--- src/rtl/vram_arb_pkg.sv ---
// Shared types and encodings for the SDRAM controller arbiter.
package vram_arb_pkg;

    localparam int unsigned DATA_W = 32;
    localparam int unsigned SIZE_W = 2;
    localparam int unsigned RCNT_W = 12;
    localparam int unsigned TCNT_W = 4;
    localparam int unsigned VCNT_W = 4;

    typedef enum logic [1:0] {IDLE, ISSUE, WAIT_START, WAIT_DONE} arb_state_t;
    typedef enum logic [1:0] {OWN_V, OWN_X, OWN_RF} owner_t;

    localparam logic [SIZE_W-1:0] SZ8  = 2'd0;
    localparam logic [SIZE_W-1:0] SZ16 = 2'd1;
    localparam logic [SIZE_W-1:0] SZ32 = 2'd2;

endpackage

--- src/rtl/refresh_timer.sv ---
// Saturating refresh age counter with registered due/urgent flags.
module refresh_timer
    import vram_arb_pkg::*;
#(
    parameter int unsigned INTERVAL = 810,
    parameter int unsigned URGENT   = 1620
) (
    input  logic clk,
    input  logic reset,
    input  logic clear,
    output logic rf_due,
    output logic rf_urg
);

    localparam logic [RCNT_W-1:0] RCNT_MAX = '1;

    logic [RCNT_W-1:0] rcnt;
    logic [RCNT_W-1:0] rcnt_nxt;

    always_comb begin
        rcnt_nxt = rcnt;
        if (clear) begin
            rcnt_nxt = '0;
        end else if (rcnt != RCNT_MAX) begin
            rcnt_nxt = rcnt + RCNT_W'(1);
        end
    end

    // Flags are derived from the next count so they always track rcnt exactly.
    always_ff @(posedge clk) begin
        if (reset) begin
            rcnt   <= '0;
            rf_due <= 1'b0;
            rf_urg <= 1'b0;
        end else begin
            rcnt   <= rcnt_nxt;
            rf_due <= (rcnt_nxt >= RCNT_W'(INTERVAL));
            rf_urg <= (rcnt_nxt >= RCNT_W'(URGENT));
        end
    end

endmodule

--- src/rtl/vram_arbiter.sv ---
// Two-port arbiter in front of the single-port SDRAM controller, with built-in
// refresh scheduling and a start-timeout watchdog.
module vram_arbiter
    import vram_arb_pkg::*;
#(
    parameter int unsigned ADDR_W           = 23,
    parameter int unsigned REFRESH_INTERVAL = 810,
    parameter int unsigned REFRESH_URGENT   = 1620,
    parameter int unsigned V_BURST_MAX      = 4,
    parameter int unsigned START_TIMEOUT    = 7
) (
    input  logic              clk,
    input  logic              reset,
    input  logic              v_req,
    input  logic              v_wr,
    input  logic [ADDR_W-1:0] v_addr,
    input  logic [31:0]       v_din,
    input  logic [1:0]        v_size,
    output logic              v_ack,
    output logic [31:0]       v_dout,
    input  logic              x_req,
    input  logic              x_wr,
    input  logic [ADDR_W-1:0] x_addr,
    input  logic [31:0]       x_din,
    input  logic [1:0]        x_size,
    output logic              x_ack,
    output logic [31:0]       x_dout,
    output logic              mem_read,
    output logic              mem_write,
    output logic              mem_refresh,
    output logic [ADDR_W-1:0] mem_addr,
    output logic [31:0]       mem_din,
    output logic [1:0]        mem_size,
    input  logic              mem_busy,
    input  logic [31:0]       mem_dout,
    output logic              mem_fail
);

    arb_state_t          state;
    owner_t              owner;
    logic                is_wr;
    logic [TCNT_W-1:0]   tcnt;
    logic [VCNT_W-1:0]   vcount;
    logic                rf_due;
    logic                rf_urg;
    logic                grant_c;
    owner_t              grant_own_c;
    logic                timeout_c;
    logic                done_c;

    refresh_timer #(
        .INTERVAL (REFRESH_INTERVAL),
        .URGENT   (REFRESH_URGENT)
    ) u_refresh_timer (
        .clk    (clk),
        .reset  (reset),
        .clear  (mem_refresh),
        .rf_due (rf_due),
        .rf_urg (rf_urg)
    );

    // Fixed-priority grant; X is forced once V has had V_BURST_MAX turns in a row.
    always_comb begin
        grant_c     = 1'b0;
        grant_own_c = OWN_V;
        if (state == IDLE && !mem_busy) begin
            if (rf_urg) begin
                grant_c     = 1'b1;
                grant_own_c = OWN_RF;
            end else if (x_req && vcount == VCNT_W'(V_BURST_MAX)) begin
                grant_c     = 1'b1;
                grant_own_c = OWN_X;
            end else if (v_req) begin
                grant_c     = 1'b1;
                grant_own_c = OWN_V;
            end else if (x_req) begin
                grant_c     = 1'b1;
                grant_own_c = OWN_X;
            end else if (rf_due) begin
                grant_c     = 1'b1;
                grant_own_c = OWN_RF;
            end
        end
    end

    assign timeout_c = (state == WAIT_START) && !mem_busy
                       && (tcnt == TCNT_W'(START_TIMEOUT - 1));
    assign done_c    = timeout_c || ((state == WAIT_DONE) && !mem_busy);

    always_ff @(posedge clk) begin
        if (reset) begin
            state       <= IDLE;
            owner       <= OWN_V;
            is_wr       <= 1'b0;
            tcnt        <= '0;
            vcount      <= '0;
            mem_read    <= 1'b0;
            mem_write   <= 1'b0;
            mem_refresh <= 1'b0;
            mem_addr    <= '0;
            mem_din     <= '0;
            mem_size    <= '0;
            mem_fail    <= 1'b0;
            v_ack       <= 1'b0;
            x_ack       <= 1'b0;
            v_dout      <= '0;
            x_dout      <= '0;
        end else begin
            mem_read    <= 1'b0;
            mem_write   <= 1'b0;
            mem_refresh <= 1'b0;
            v_ack       <= 1'b0;
            x_ack       <= 1'b0;

            if (!x_req || (grant_c && grant_own_c == OWN_X)) begin
                vcount <= '0;
            end else if (grant_c && grant_own_c == OWN_V
                         && vcount != VCNT_W'(V_BURST_MAX)) begin
                vcount <= vcount + VCNT_W'(1);
            end

            case (state)
                IDLE: begin
                    if (grant_c) begin
                        owner <= grant_own_c;
                        state <= ISSUE;
                        if (grant_own_c == OWN_V) begin
                            is_wr    <= v_wr;
                            mem_addr <= v_addr;
                            mem_din  <= v_din;
                            mem_size <= v_size;
                        end else if (grant_own_c == OWN_X) begin
                            is_wr    <= x_wr;
                            mem_addr <= x_addr;
                            mem_din  <= x_din;
                            mem_size <= x_size;
                        end else begin
                            is_wr <= 1'b0;
                        end
                    end
                end
                ISSUE: begin
                    mem_read    <= (owner != OWN_RF) && !is_wr;
                    mem_write   <= (owner != OWN_RF) && is_wr;
                    mem_refresh <= (owner == OWN_RF);
                    tcnt        <= '0;
                    state       <= WAIT_START;
                end
                WAIT_START: begin
                    if (mem_busy) begin
                        state <= WAIT_DONE;
                    end else if (timeout_c) begin
                        mem_fail <= 1'b1;
                        state    <= IDLE;
                    end else begin
                        tcnt <= tcnt + TCNT_W'(1);
                    end
                end
                WAIT_DONE: begin
                    if (!mem_busy) begin
                        state <= IDLE;
                    end
                end
                default: state <= IDLE;
            endcase

            // Completion (normal or timed out) acks the owner; refresh is silent.
            if (done_c) begin
                if (owner == OWN_V) begin
                    v_ack <= 1'b1;
                    if (!is_wr) begin
                        v_dout <= mem_dout;
                    end
                end else if (owner == OWN_X) begin
                    x_ack <= 1'b1;
                    if (!is_wr) begin
                        x_dout <= mem_dout;
                    end
                end
            end
        end
    end

endmodule

--- config.mk ---
export PLATFORM = sky130hd
export DESIGN_NAME = vram_arbiter
export DESIGN_NICKNAME = d
export VERILOG_FILES = /design/src/rtl/vram_arb_pkg.sv /design/src/rtl/refresh_timer.sv /design/src/rtl/vram_arbiter.sv
export SDC_FILE = /design/constraint.sdc
export NUM_CORES = 1
export LEC_CHECK = 0
export ABC_AREA = 0
export ABC_CLOCK_PERIOD_IN_PS = 2300
export CAP_MARGIN = 10
export CORE_MARGIN = 1.5
export CORE_UTILIZATION = 35
export DETAILED_ROUTE_END_ITERATION = 8
export DONT_BUFFER_PORTS = 1
export GPL_TIMING_DRIVEN = 0
export PLACE_DENSITY = 0.47
export SLEW_MARGIN = 0
export SYNTH_ARGS = -nofsm -noshare
export SYNTH_HDL_FRONTEND = slang
export SYNTH_SLANG_ARGS = --single-unit
--- constraint.sdc ---
create_clock -name clk -period 2.3 [get_ports clk]
set_input_delay 0.575 -clock clk [delete_from_list [all_inputs] [get_ports clk]]
set_output_delay 0.575 -clock clk [all_outputs]
set_load 0.01 [all_outputs]
==> After elaboration in Yosys (flattened, before gate mapping) <==
Cells that the tools add are included.
{ "totals": {"latchBits": 0, "word_cells": 108, "ff_bits": 154, "mem_bits_ro": 0, "memories": 0, "out_inout_bits": 127, "inputBits": 153, "ramBits": 0} }
{ "op_classes": {"n_shift": 0, "reduce_logical": 31, "n_bitwise": 5, "multipliers": 0, "addsub": 3, "order_cmp": 2, "eq_ne": 16, "div_mod_pow": 0, "mux": 32} }
{ "op_table": {"columns": ["cell", "count"], "rows": [
  ["$mux W32", 2],
  ["$mux W23", 2],
  ["$mux W12", 2],
  ["$mux W2", 12],
  ["$reduce_and A3 Y1", 5],
  ["$add A12 B1 Y12 const B", 1],
  ["$ge A12 B10 Y1 const B", 1],
  ["$ge A12 B11 Y1 const B", 1],
  ["$ne A12 B12 Y1 const B", 1],
  ["$logic_and A1 B1 Y1", 10],
  ["$mux W1", 10],
  ["$ne A2 B2 Y1 const B", 5],
  ["$add A4 B1 Y4 const B", 2],
  ["$eq A4 B3 Y1 const B", 2],
  ["$mux W4", 2],
  ["$pmux W2 S4", 1],
  ["$pmux W4 S2", 1],
  ["$eq A2 B1 Y1 const B", 3],
  ["$eq A2 B2 Y1 const B", 3],
  ["$logic_not A2 Y1", 3],
  ["$reduce_or A2 Y1", 3],
  ["$not A1 Y1", 5],
  ["$ne A4 B3 Y1 const B", 1],
  ["$reduce_and A4 Y1", 1],
  ["other kinds (6)", 10]
]} }

==> Logic depth before layout (Yosys ltp) <==
Gate-level depths: netlist (run 1).
{ "logic_depth": {"depth_word": 10, "ltp_mapped": 10, "mapped_depth_nobuf": 8} }

==> Modules after synthesis <==
A second synthesis (run 1) with hierarchy kept.
{ "unflattened": {"hier_cells": 680, "hier_area_um2": 6486.2} }
{ "modules_own_cells": {"columns": ["mod", "seq_area_each_um2", "cells_each", "area_each_um2", "instances"], "rows": [
  ["vram_arbiter", 2802.7, 577, 5639.2, 1],
  ["refresh_timer", 280.3, 103, 847.1, 1]
]} }

==> Worst setup path before layout (run 1) <==
No wires, ideal clock.
{ "synth_path": {"path_type": "reg-to-reg", "from": "register u_refresh_timer.rcnt[0]", "to": "register u_refresh_timer.rf_due", "period_less_slack_ps": 1968, "path_buffers": 0, "setup_slack_ps": 332, "arrival_time_ps": 1911, "setup_time_ps": 57, "stages_incl_launch_ff": 8, "path_cell_list": "dfxtp_1 > ha_1 > nand3_4 > nor4_4 > o21ai_2 > or2_4 > a2111oi_2 > a21o_1"} }
{ "synth_via": {"elab_chain_len": 4, "elab_cells_between_ends": 5, "classes_between": "1 x add/sub; 1 x order compare; 1 x eq/ne; 2 x mux"} }
{ "synth_lines": {"columns": ["item", "line_no", "source"], "rows": [
  ["start, declared", "refresh_timer.sv:17", "logic [RCNT_W-1:0] rcnt;"],
  ["start signal, assigned", "refresh_timer.sv:36", "rcnt <= rcnt_nxt;"],
  ["$add A12 B1 Y12 / $ne A12 B12 Y1 (equally long branches)", "refresh_timer.sv:25, refresh_timer.sv:24", null],
  ["$mux W12 *", "refresh_timer.sv:24", "end else if (rcnt != RCNT_MAX) begin"],
  ["$mux W12 *", "refresh_timer.sv:22", "if (clear) begin"],
  ["$ge A12 B10 Y1 *", "refresh_timer.sv:37", "rf_due <= (rcnt_nxt >= RCNT_W'(INTERVAL));"],
  ["end signal, assigned", "refresh_timer.sv:37", null],
  ["end, declared", "refresh_timer.sv:11", "output logic rf_due,"]
]} }
Mark *: on every way between the ends. The rest lies on a longest branch, timed or not.
A chain may end at the register's enable or synchronous reset.

==> Worst setup path after layout (run 1) <==
{ "layout_path": {"from": "register vcount[0]", "to": "register mem_addr[20]"} }
{ "layout_via": {"elab_chain_len": 8, "elab_cells_between_ends": 13, "classes_between": "2 x eq/ne; 7 x mux; 4 x reduce/logical"} }
{ "layout_lines": {"columns": ["item", "line_no", "source"], "rows": [
  ["start, declared", "vram_arbiter.sv:43", "logic [VCNT_W-1:0] vcount;"],
  ["start signal, assigned", "vram_arbiter.sv:119", "vcount <= vcount + VCNT_W'(1);"],
  ["$eq A4 B3 Y1 *", "vram_arbiter.sv:70", "end else if (x_req && vcount == VCNT_W'(V_BURST_MAX)) begin"],
  ["$logic_and A1 B1 Y1 *", "vram_arbiter.sv:70", null],
  ["$mux W2", "vram_arbiter.sv:70", null],
  ["$mux W2", "vram_arbiter.sv:67", "if (rf_urg) begin"],
  ["$mux W2", "vram_arbiter.sv:66", "if (state == IDLE && !mem_busy) begin"],
  ["$eq A2 B1 Y1 / $logic_not A2 Y1 (equally long branches)", "vram_arbiter.sv:132, vram_arbiter.sv:127", null],
  ["$reduce_bool A2 Y1 (no line)", null, null],
  ["$reduce_and A3 Y1 (no line)", null, null],
  ["end signal, assigned", "vram_arbiter.sv:129", "mem_addr <= v_addr;"],
  ["end signal, assigned", "vram_arbiter.sv:134", "mem_addr <= x_addr;"],
  ["end, declared", "vram_arbiter.sv:31", "output logic [ADDR_W-1:0] mem_addr,"]
]} }
Marked as above.

==> results of run 1 <==
layout by cell type (no fill, tap or decap), types with 4 or more instances in the layout:
master,instances
xor2_1,4
dfxtp_1,154
clkbuf_1,21
nand3_1,9
a31oi_1,5
nand2_1,139
inv_1,7
nor3_1,12
buf_2,20
clkbuf_16,17
clkbuf_2,7
nor2_1,87
a21oi_1,76
clkinv_4,4
nand2b_1,7
mux2i_1,61
o21ai_0,6
a211oi_1,58
ha_1,4
buf_4,4
power by group:
part           switching (uW)  leakage, uW  internal (uW)
Clock                    1160     0.000287           1750
Sequential                155      0.00125           2790
Combinational             278      0.00132            174
Total                    1600      0.00286           4710
metal layers:
metal	global-route usage, %	part of all wire, %	vias up
li1	-	-	2590
met1	20.9	40	2429
met2	33.4	49	220
met3	6.70	9.5	22
met4	6.89	1.8	2
met5	0	0.069	-
per-stage QoR:
step	area, um^2	utilization (%)	hold WS (ns)	instances	power, uW
floorplan	6350	-	0.443	732	3310
global placement	6640	37.1	0.472	961	3440
detailed placement	6640	37.1	0.477	961	3450
CTS	7270	40.6	0.269	993	6380
global route	7310	40.8	0.265	995	6570
finish	7310	40.8	0.282	995	6310
kinds of logic after synthesis:
family                     after synthesis
buffers and inverters                   57
muxes                                   61
and+or+nand+nor                        288
AOI/OAI and AO/OA                      163
DFF                                    154
adders and majority gates                5
xor gates and xnor gates                 4
sequential cells by signal, indices dropped and copies added (netlist names):
signal	flops
mem_din	32
v_dout	32
x_dout	32
mem_addr	23
u_refresh_timer.rcnt	12
tcnt	4
vcount	4
mem_size	2
owner	2
state	2
is_wr	1
mem_fail	1
mem_read	1
mem_refresh	1
mem_write	1
u_refresh_timer.rf_due	1
u_refresh_timer.rf_urg	1
v_ack	1
x_ack	1
what timing repair did:
action | 4_1_cts | 5_1_grt
pin swaps | 0 | 1
gates resized for setup | 7 | 10
setup buffers | 0 | 2
setup endpoints to repair | 83 | 101
hold endpoints to repair | 0 | 0
area by class of cell:
cell class / instances / area [um^2] / share of cell area (%)
clock buffers: 20 / 447 / 6.11
clock inverters: 12 / 165 / 2.26
plain buffers: 50 / 240 / 3.29
inverters: 7 / 26.3 / 0.359
repair buffers: 2 / 15.0 / 0.205
flip-flops and latches: 154 / 3080 / 42.2
multi-input cells: 521 / 3050 / 41.7
well taps: 229 / 287 / 3.92
final timing paths:
path / start / to / slack, ns / depth (start not counted)
worst max-delay path: vcount[0] / mem_addr[20] / 0.18 / 9
worst min-delay path: mem_dout[14] / x_dout[14] / 0.28 / 2
worst max register to register: vcount[0] / mem_addr[20] / 0.18 / 9
worst min register to register: vcount[3] / vcount[3] / 0.49 / 2
worst max-delay path, stage by stage, from the launching register on:
cell and delay [ns]:
dfxtp_1 0.39, inv_1 0.06, ha_1 0.19, nand3b_1 0.12
a21oi_1 0.09, o21ai_2 0.27, buf_6 0.23, buf_4 0.24
mux2i_1 0.27, a211oi_1 0.11
==> results.yml, run 1 <==
setup_path:
  crit_path_start_kind: "register"
  cp-end-kind: "register"
  crit_type: "register to register"
  crit_required_ns: 2.58
  arrival_ns: 2.40
  worstPathMaxFanout: 10
clock_network:
  cts_buffer_depth: 2
  cts_made_buffers: 17
  cts_tree: "built"
  cts_root_buf: "clkbuf_16"
  hold_buffers: 0
  clkTransAtPathRegs_ns: 0.06
  cts_htree_levels: 4
  cts.sinks: 154
  insertion_delay_ns: 0.42
synthesis:
  yosys.area_share.simple_pct: 20.0
  async_reset_ff_share_pct: 0
  synth_top_family_by_area: "simple AND/OR/NAND/NOR gates"
  synth_commonest_cells: "dfxtp_1, nand2_1, nor2_1"
  netlist_area_um2: 6350
  yosysSeqAreaShare_pct: 48.5
  synthXorXnorAreaFrac_pct: 0.551
  synth.most_common_cell: "dfxtp_1"
  synthFlopType: "dfxtp_1"
  synth_top_area_cell: "dfxtp_1"
  synth_top_cells_by_area: "dfxtp_1, mux2i_1, nand2_1"
  ys_warn_count: 0
  synthAdderAreaFrac_pct: 0.984
  synth.avg_cell_area_um2: 8.68
  synthMuxAreaShare_pct: 9.61
  synth_edf_count: 0
  synth_nets: 890
  synth_compound_area_share_pct: 16.3
  yosysTopAreaCellShare_pct: 48.5
  synth_cells: 732
  synth.distinct_cells: 57
  synth-seq-cells: 154
timing:
  tns_ns: 0
  rsz0062_at_grt: "no"
  finalSetupViolCount: 0
  maxSlewViolCount: 0
  slew_headroom_pct: 61.1
  finalHoldViolCount: 0
  worstMarginPinSlew_ns: 0.584
  finClkSkew_ns: 0.0135
  max_freq_ghz: 0.472
  fin_crit_ns: 2.12
  timing.final.ws_setup_ns: 0.180
  period_share_pct: 92.2
routing:
  drt_iter0_drc: 146
  wl_per_cell_um: 18.8
  post-route-drc-count: 0
  final_antenna_net_count: 0
  via_per_inst: 5.29
  dr_total_vias: 5263
  finalWirelength_um: 18700
  first_pass_iters: 4
layout:
  fin_nets: 911
  syn_to_final_growth_pct: 15.0
  drive_above_1_share_pct: 11.0
  n_antenna_cell: 0
  fill_cells: 1828
floorplanning:
  die-area_um2: 19000
  num_rows: 49
  die-width_um: 138
  num_io_pins: 280
  fp.dieH_um: 138
  start_util_pct: 35.5
  core_area_um2: 17900
place:
  hpwl_um: 14200
  portBuffers: 0
  gp_congestion: 0.843
  dp_slack_ns: -0.143
global_routing:
  grt_max_degree: 17
  grt_pass1_wl_um: 27200
  antenna_found_initial: 1
  grt_pass1_vias: 5126
  grt_usage_pct: 18.9
  grt_overflow_total: 0
run:
  drv_cap: 0
power:
  ir_worst_vdd_mv: 0.507
  p_leak_uw: 0.00286
  powerDensity_nw_per_um2: 863
min_path:
  hold_path_class: "primary input to register"
run_status:
  status: "complete, no violations"
Power figures use the tool's default switching activity.
==> inputs of run 2 (changes only) <==
--- a/config.mk
+++ b/config.mk
@@ -13,8 +13,9 @@
 export DETAILED_ROUTE_END_ITERATION = 8
 export DONT_BUFFER_PORTS = 1
 export GPL_TIMING_DRIVEN = 0
+export MAX_ROUTING_LAYER = met4
 export PLACE_DENSITY = 0.47
-export SLEW_MARGIN = 0
+export SLEW_MARGIN = 30
 export SYNTH_ARGS = -nofsm -noshare
 export SYNTH_HDL_FRONTEND = slang
 export SYNTH_SLANG_ARGS = --single-unit
==> run 2 against run 1 <==
  * Register-to-register slack got worse by 0.02 ns
  * Via count increased by 0.34%
  * Cell area about the same
  * Highest routed layer is now met4
  * Clock power about the same
  * Sequential share of layout area about the same
  * Maximum frequency decreased by 0.94%
  * First-iteration DRC count increased by 12%
  * Critical path depth unchanged
  * Routed wire length about the same
  * Non-clock buffer count unchanged
  * Power about the same
==> results.yml, run 2 (synthesis results as in run 1) <==
setup_path:
  rr_worst_depth: 9
  critPathSlowestCell: "dfxtp_1"
  crit_path_start_kind: "register"
  worstPathMaxFanout: 10
  crit_type: "register to register"
  critPathBufInv: 3
  worst_r2r_endpoint: "mem_addr[20]"
  cp_cell_sequence: "inv_1, ha_1, nand3b_1, a21oi_1, o21ai_2, buf_6, buf_4, mux2i_1, a211oi_1"
  r2r_start: "vcount[0]"
  cpPeakStageDelay_ns: 0.39
  crit_required_ns: 2.58
  reg2reg_slack_ns: 0.16
  crit_family: "buffers and inverters"
  arrival_ns: 2.42
  cp-end-kind: "register"
min_path:
  hold_path_class: "primary input to register"
  hold_path_depth: 2
  holdCritStartpoint: "mem_dout[30]"
  hold_end: "v_dout[30]"
floorplanning:
  num_rows: 49
  core_area_um2: 17900
  num_io_pins: 280
  fp.dieH_um: 138
  start_util_pct: 35.5
  die-width_um: 138
  die-area_um2: 19000
timing:
  finalSetupViolCount: 0
  max_freq_ghz: 0.467
  tns_ns: 0
  finalHoldViolCount: 0
  fin_crit_ns: 2.14
  rsz0062_at_grt: "no"
  worstMarginPinSlew_ns: 0.577
  finClkSkew_ns: 0.0139
  timing.final.ws_setup_ns: 0.160
  period_share_pct: 93.1
  slew_headroom_pct: 61.5
  maxSlewViolCount: 0
layout:
  final_common_cell: "dfxtp_1"
  instances_no_fill: 996
  stdcell_area_um2: 7310
  fill_cells: 1827
  fin_nets: 911
  syn_to_final_growth_pct: 15.1
  top_regs: "mem_din: 32 flops, v_dout: 32 flops, x_dout: 32 flops"
  layout_common_cells: "dfxtp_1, nand2_1, nor2_1, a21oi_1, mux2i_1"
  drive_above_1_share_pct: 11.0
global_routing:
  grt_pass1_wl_um: 27200
  grt_max_degree: 17
  grt_usage_pct: 19.5
  antenna_found_initial: 1
  grt_overflow_total: 0
  grt_pass1_vias: 5116
place:
  dp_slack_ns: -0.143
  portBuffers: 0
  gp_congestion: 0.856
  dp_cells: 961
  placed_area_um2: 6640
  hpwl_um: 14200
run:
  drv_cap: 0
clock_network:
  cts_root_buf: "clkbuf_16"
  cts.sinks: 154
  cts_buffer_depth: 2
  clkTransAtPathRegs_ns: 0.06
  cts_made_buffers: 17
  hold_buffers: 0
  cts_htree_levels: 4
  insertion_delay_ns: 0.42
  cts_tree: "built"
routing:
  wl_per_cell_um: 18.8
  finalWirelength_um: 18800
  post-route-drc-count: 0
  first_pass_iters: 4
  drt_iter0_drc: 163
  dr_total_vias: 5281
  final_antenna_net_count: 0
  via_per_inst: 5.30
power:
  powerDensity_nw_per_um2: 863
  p_leak_uw: 0.00286
  ir_worst_vdd_mv: 0.507
run_status:
  status: "complete, no violations"
run 2: cell count changes in the layout (fill, tap and decap cells not counted):
cell	previous run	this run
diode_2	0	1
run 2: worst max-delay path by stage:
stage / start / end / cells after the start
5_1_grt: u_refresh_timer.rcnt[3] / u_refresh_timer.rf_due / 6
3_3_place_gp: mem_busy / mem_addr[19] / 6
3_5_place_dp: mem_busy / mem_addr[17] / 6
6_report: vcount[0] / mem_addr[20] / 9
2_1_floorplan: u_refresh_timer.rcnt[0] / u_refresh_timer.rf_due / 7
4_1_cts: tcnt[0] / x_dout[6] / 9
run 2: layout make-up:
class | count | area (um^2) | area share, %
clock inverter | 12 | 165 | 2.26
sequential | 154 | 3080 | 42.2
buffer | 50 | 240 | 3.29
tap | 229 | 287 | 3.92
inverter | 7 | 26.3 | 0.359
antenna | 1 | 2.50 | 0.0342
timing repair buffer | 2 | 15.0 | 0.205
clock buffer | 20 | 447 | 6.11
multi-input combinational | 521 | 3050 | 41.7
run 2: per-stage QoR:
| stage | hold slack (ns) | power, uW | util [%] |
|---|---|---|---|
| after floorplan | 0.443 | 3310 | - |
| after global placement | 0.472 | 3440 | 37.1 |
| after detailed placement | 0.477 | 3450 | 37.1 |
| after CTS | 0.269 | 6380 | 40.6 |
| after global routing | 0.265 | 6570 | 40.8 |
| final | 0.281 | 6310 | 40.8 |
run 2: repair_timing:
action                                  in CTS  in global routing
pin swaps                                    0                  1
gates resized for setup                      7                 10
endpoints found under the setup margin      83                101
setup buffers                                0                  2
run 2: where the power goes:
group / total [uW] / internal [uW] / switching (uW)
Clock: 2920 / 1750 / 1170
Combinational: 452 / 174 / 278
Sequential: 2940 / 2790 / 156
run 2: routing by layer:
layer,vias up,global-route usage [%],routed length [um]
li1,2597,-,-
met1,2437,21.1,7440
met2,224,33.4,9200
met3,23,6.44,1760
met4,0,6.89,357
met5,-,-,0
==> inputs of run 3 (changes only) <==
--- a/config.mk
+++ b/config.mk
@@ -10,9 +10,10 @@
 export CAP_MARGIN = 10
 export CORE_MARGIN = 1.5
 export CORE_UTILIZATION = 35
+export CTS_BUF_LIST = sky130_fd_sc_hd__clkbuf_8
 export DETAILED_ROUTE_END_ITERATION = 8
 export DONT_BUFFER_PORTS = 1
-export GPL_TIMING_DRIVEN = 0
+export GPL_TIMING_DRIVEN = 1
 export MAX_ROUTING_LAYER = met4
 export PLACE_DENSITY = 0.47
 export SLEW_MARGIN = 30
==> run 3 against run 2 <==
  * Flip-flop and latch count did not move
  * Worst setup slack improved by 0.027 ns
  * Highest routed layer unchanged
  * Register-to-register slack improved by 0.03 ns
  * Sequential power barely moved
  * Non-clock buffer count fell by 42
  * Critical endpoint is now u_refresh_timer.rf_due
==> results.yml, run 3 (synthesis results as in run 1) <==
setup_path:
  crit_path_end: "u_refresh_timer.rf_due"
  crit_type: "register to register"
  crit_family: "compound AO/OA/AOI/OAI gates"
  cp_cell_sequence: "ha_1, nand3_4, nor2_1, mux2i_1, o21ai_0, a2111oi_2, a21o_1"
  crit_path_start_kind: "register"
  cp-end-kind: "register"
  crit_required_ns: 2.69
  worst_r2r_endpoint: "u_refresh_timer.rf_due"
  arrival_ns: 2.50
  worstPathMaxFanout: 6
  r2r_start: "u_refresh_timer.rcnt[1]"
  critPathSlowestCell: "dfxtp_1"
  cpPeakStageDelay_ns: 0.43
  crit_cells: 7
  rr_worst_depth: 7
  reg2reg_slack_ns: 0.19
  crit_start: "u_refresh_timer.rcnt[1]"
  critPathBufInv: 0
global_routing:
  grt_max_degree: 144
  grt_pass1_wl_um: 24600
  grt_overflow_total: 0
  grt_pass1_vias: 4773
  antenna_found_initial: 1
  grt_usage_pct: 17.4
timing:
  finalSetupViolCount: 0
  period_share_pct: 91.9
  finClkSkew_ns: 0.0158
  fin_crit_ns: 2.11
  worstMarginPinSlew_ns: 0.601
  slew_headroom_pct: 59.4
  rsz0062_at_grt: "no"
  finalHoldViolCount: 0
  maxSlewViolCount: 0
  max_freq_ghz: 0.473
  tns_ns: 0
min_path:
  hold_path_class: "primary input to register"
routing:
  dr_wl_met2_um: 8130
  dr_total_vias: 5022
  drt_iter0_drc: 244
  post-route-drc-count: 0
  via_per_inst: 5.26
  final_antenna_net_count: 0
  finalWirelength_um: 16700
  wl_met1_um: 6550
  wl_per_cell_um: 17.5
  top_layer: "met4"
  first_pass_iters: 4
  dr_wl_met3_um: 1790
clock_network:
  cts_tree: "built"
  cts_buffer_depth: 2
  cts_made_buffers: 17
  clkTransAtPathRegs_ns: 0.09
  insertion_delay_ns: 0.44
  cts_root_buf: "clkbuf_8"
  cts_htree_levels: 4
  cts.sinks: 154
  hold_buffers: 0
run:
  drv_cap: 0
floorplanning:
  fp.dieH_um: 138
  num_io_pins: 280
  die-width_um: 138
  core_area_um2: 17900
  die-area_um2: 19000
  start_util_pct: 35.5
  num_rows: 49
run_status:
  status: "complete, no violations"
layout:
  top_regs: "mem_din: 32 flops, v_dout: 32 flops, x_dout: 32 flops"
  fin_nets: 869
  drive_above_1_share_pct: 8.29
  syn_to_final_growth_pct: 9.35
  post-route-util_pct: 38.8
  layout_common_cells: "dfxtp_1, nand2_1, nor2_1, a21oi_1, mux2i_1"
  stdcell_area_um2: 6950
  final_common_cell: "dfxtp_1"
power:
  p_leak_uw: 0.00267
  ir_worst_vdd_mv: 0.333
  powerDensity_nw_per_um2: 755
place:
  gp_congestion: 0.845
  portBuffers: 0
  hpwl_um: 11700
  placed_area_um2: 6580
[run 3: cell count changes in the layout (fill, tap and decap cells not counted), sizes merged]
cell | before | now
clkbuf | 47 | 19
buf | 25 | 10
inv | 9 | 15
bufinv | 3 | 0
clkinv | 4 | 3
clkinvlp | 3 | 2
[run 3: stage by stage]
stage / cells / setup slack [ns] / hold slack (ns) / total power (uW)
after floorplan: 732 / 0.332 / 0.443 / 3310
after global placement: 921 / 0.219 / 0.473 / 3370
after detailed placement: 921 / 0.169 / 0.477 / 3380
after CTS: 953 / 0.127 / 0.161 / 5360
after global routing: 954 / 0.00194 / 0.142 / 5540
final: 954 / 0.187 / 0.209 / 5250
[run 3: final cells by class]
type / count / area (um^2)
Clock inverter: 13 / 106
Multi-Input combinational cell: 521 / 3050
Timing Repair Buffer: 10 / 138
Clock buffer: 19 / 262
Fill cell: 1810 / 11000
Inverter: 7 / 26.3
Sequential cell: 154 / 3080
Antenna cell: 1 / 2.50
Tap cell: 229 / 287
[run 3: worst min-delay path by stage]
stage	slack [ns]	startpoint	end	cells past startpoint
6_report	0.21	reset	mem_addr[13]	1
5_1_grt	0.14	reset	mem_din[29]	1
4_1_cts	0.16	reset	mem_din[29]	1
3_5_place_dp	0.48	vcount[2]	vcount[2]	2
3_3_place_gp	0.47	vcount[3]	vcount[3]	2
2_1_floorplan	0.44	is_wr	mem_read	1
[run 3: metal layers]
metal / vias to the layer above / global-route usage, %
met5: - / -
li1: 2505 / -
met4: 0 / 5.56
met3: 14 / 7.06
met2: 214 / 28.6
met1: 2289 / 19.4
[run 3: power by group]
part / leakage (uW) / internal, uW / switching [uW]
Combinational: 0.00123 / 167 / 211
Sequential: 0.00125 / 2780 / 152
Clock: 0.000187 / 834 / 1100
Total: 0.00267 / 3790 / 1460
[run 3: timing repair]
action / 4_1_cts / 5_1_grt
endpoints found under the setup margin: 0 / 2
setup buffers: 0 / 0
endpoints found under the hold margin: 0 / 0
resized for setup: 0 / 0
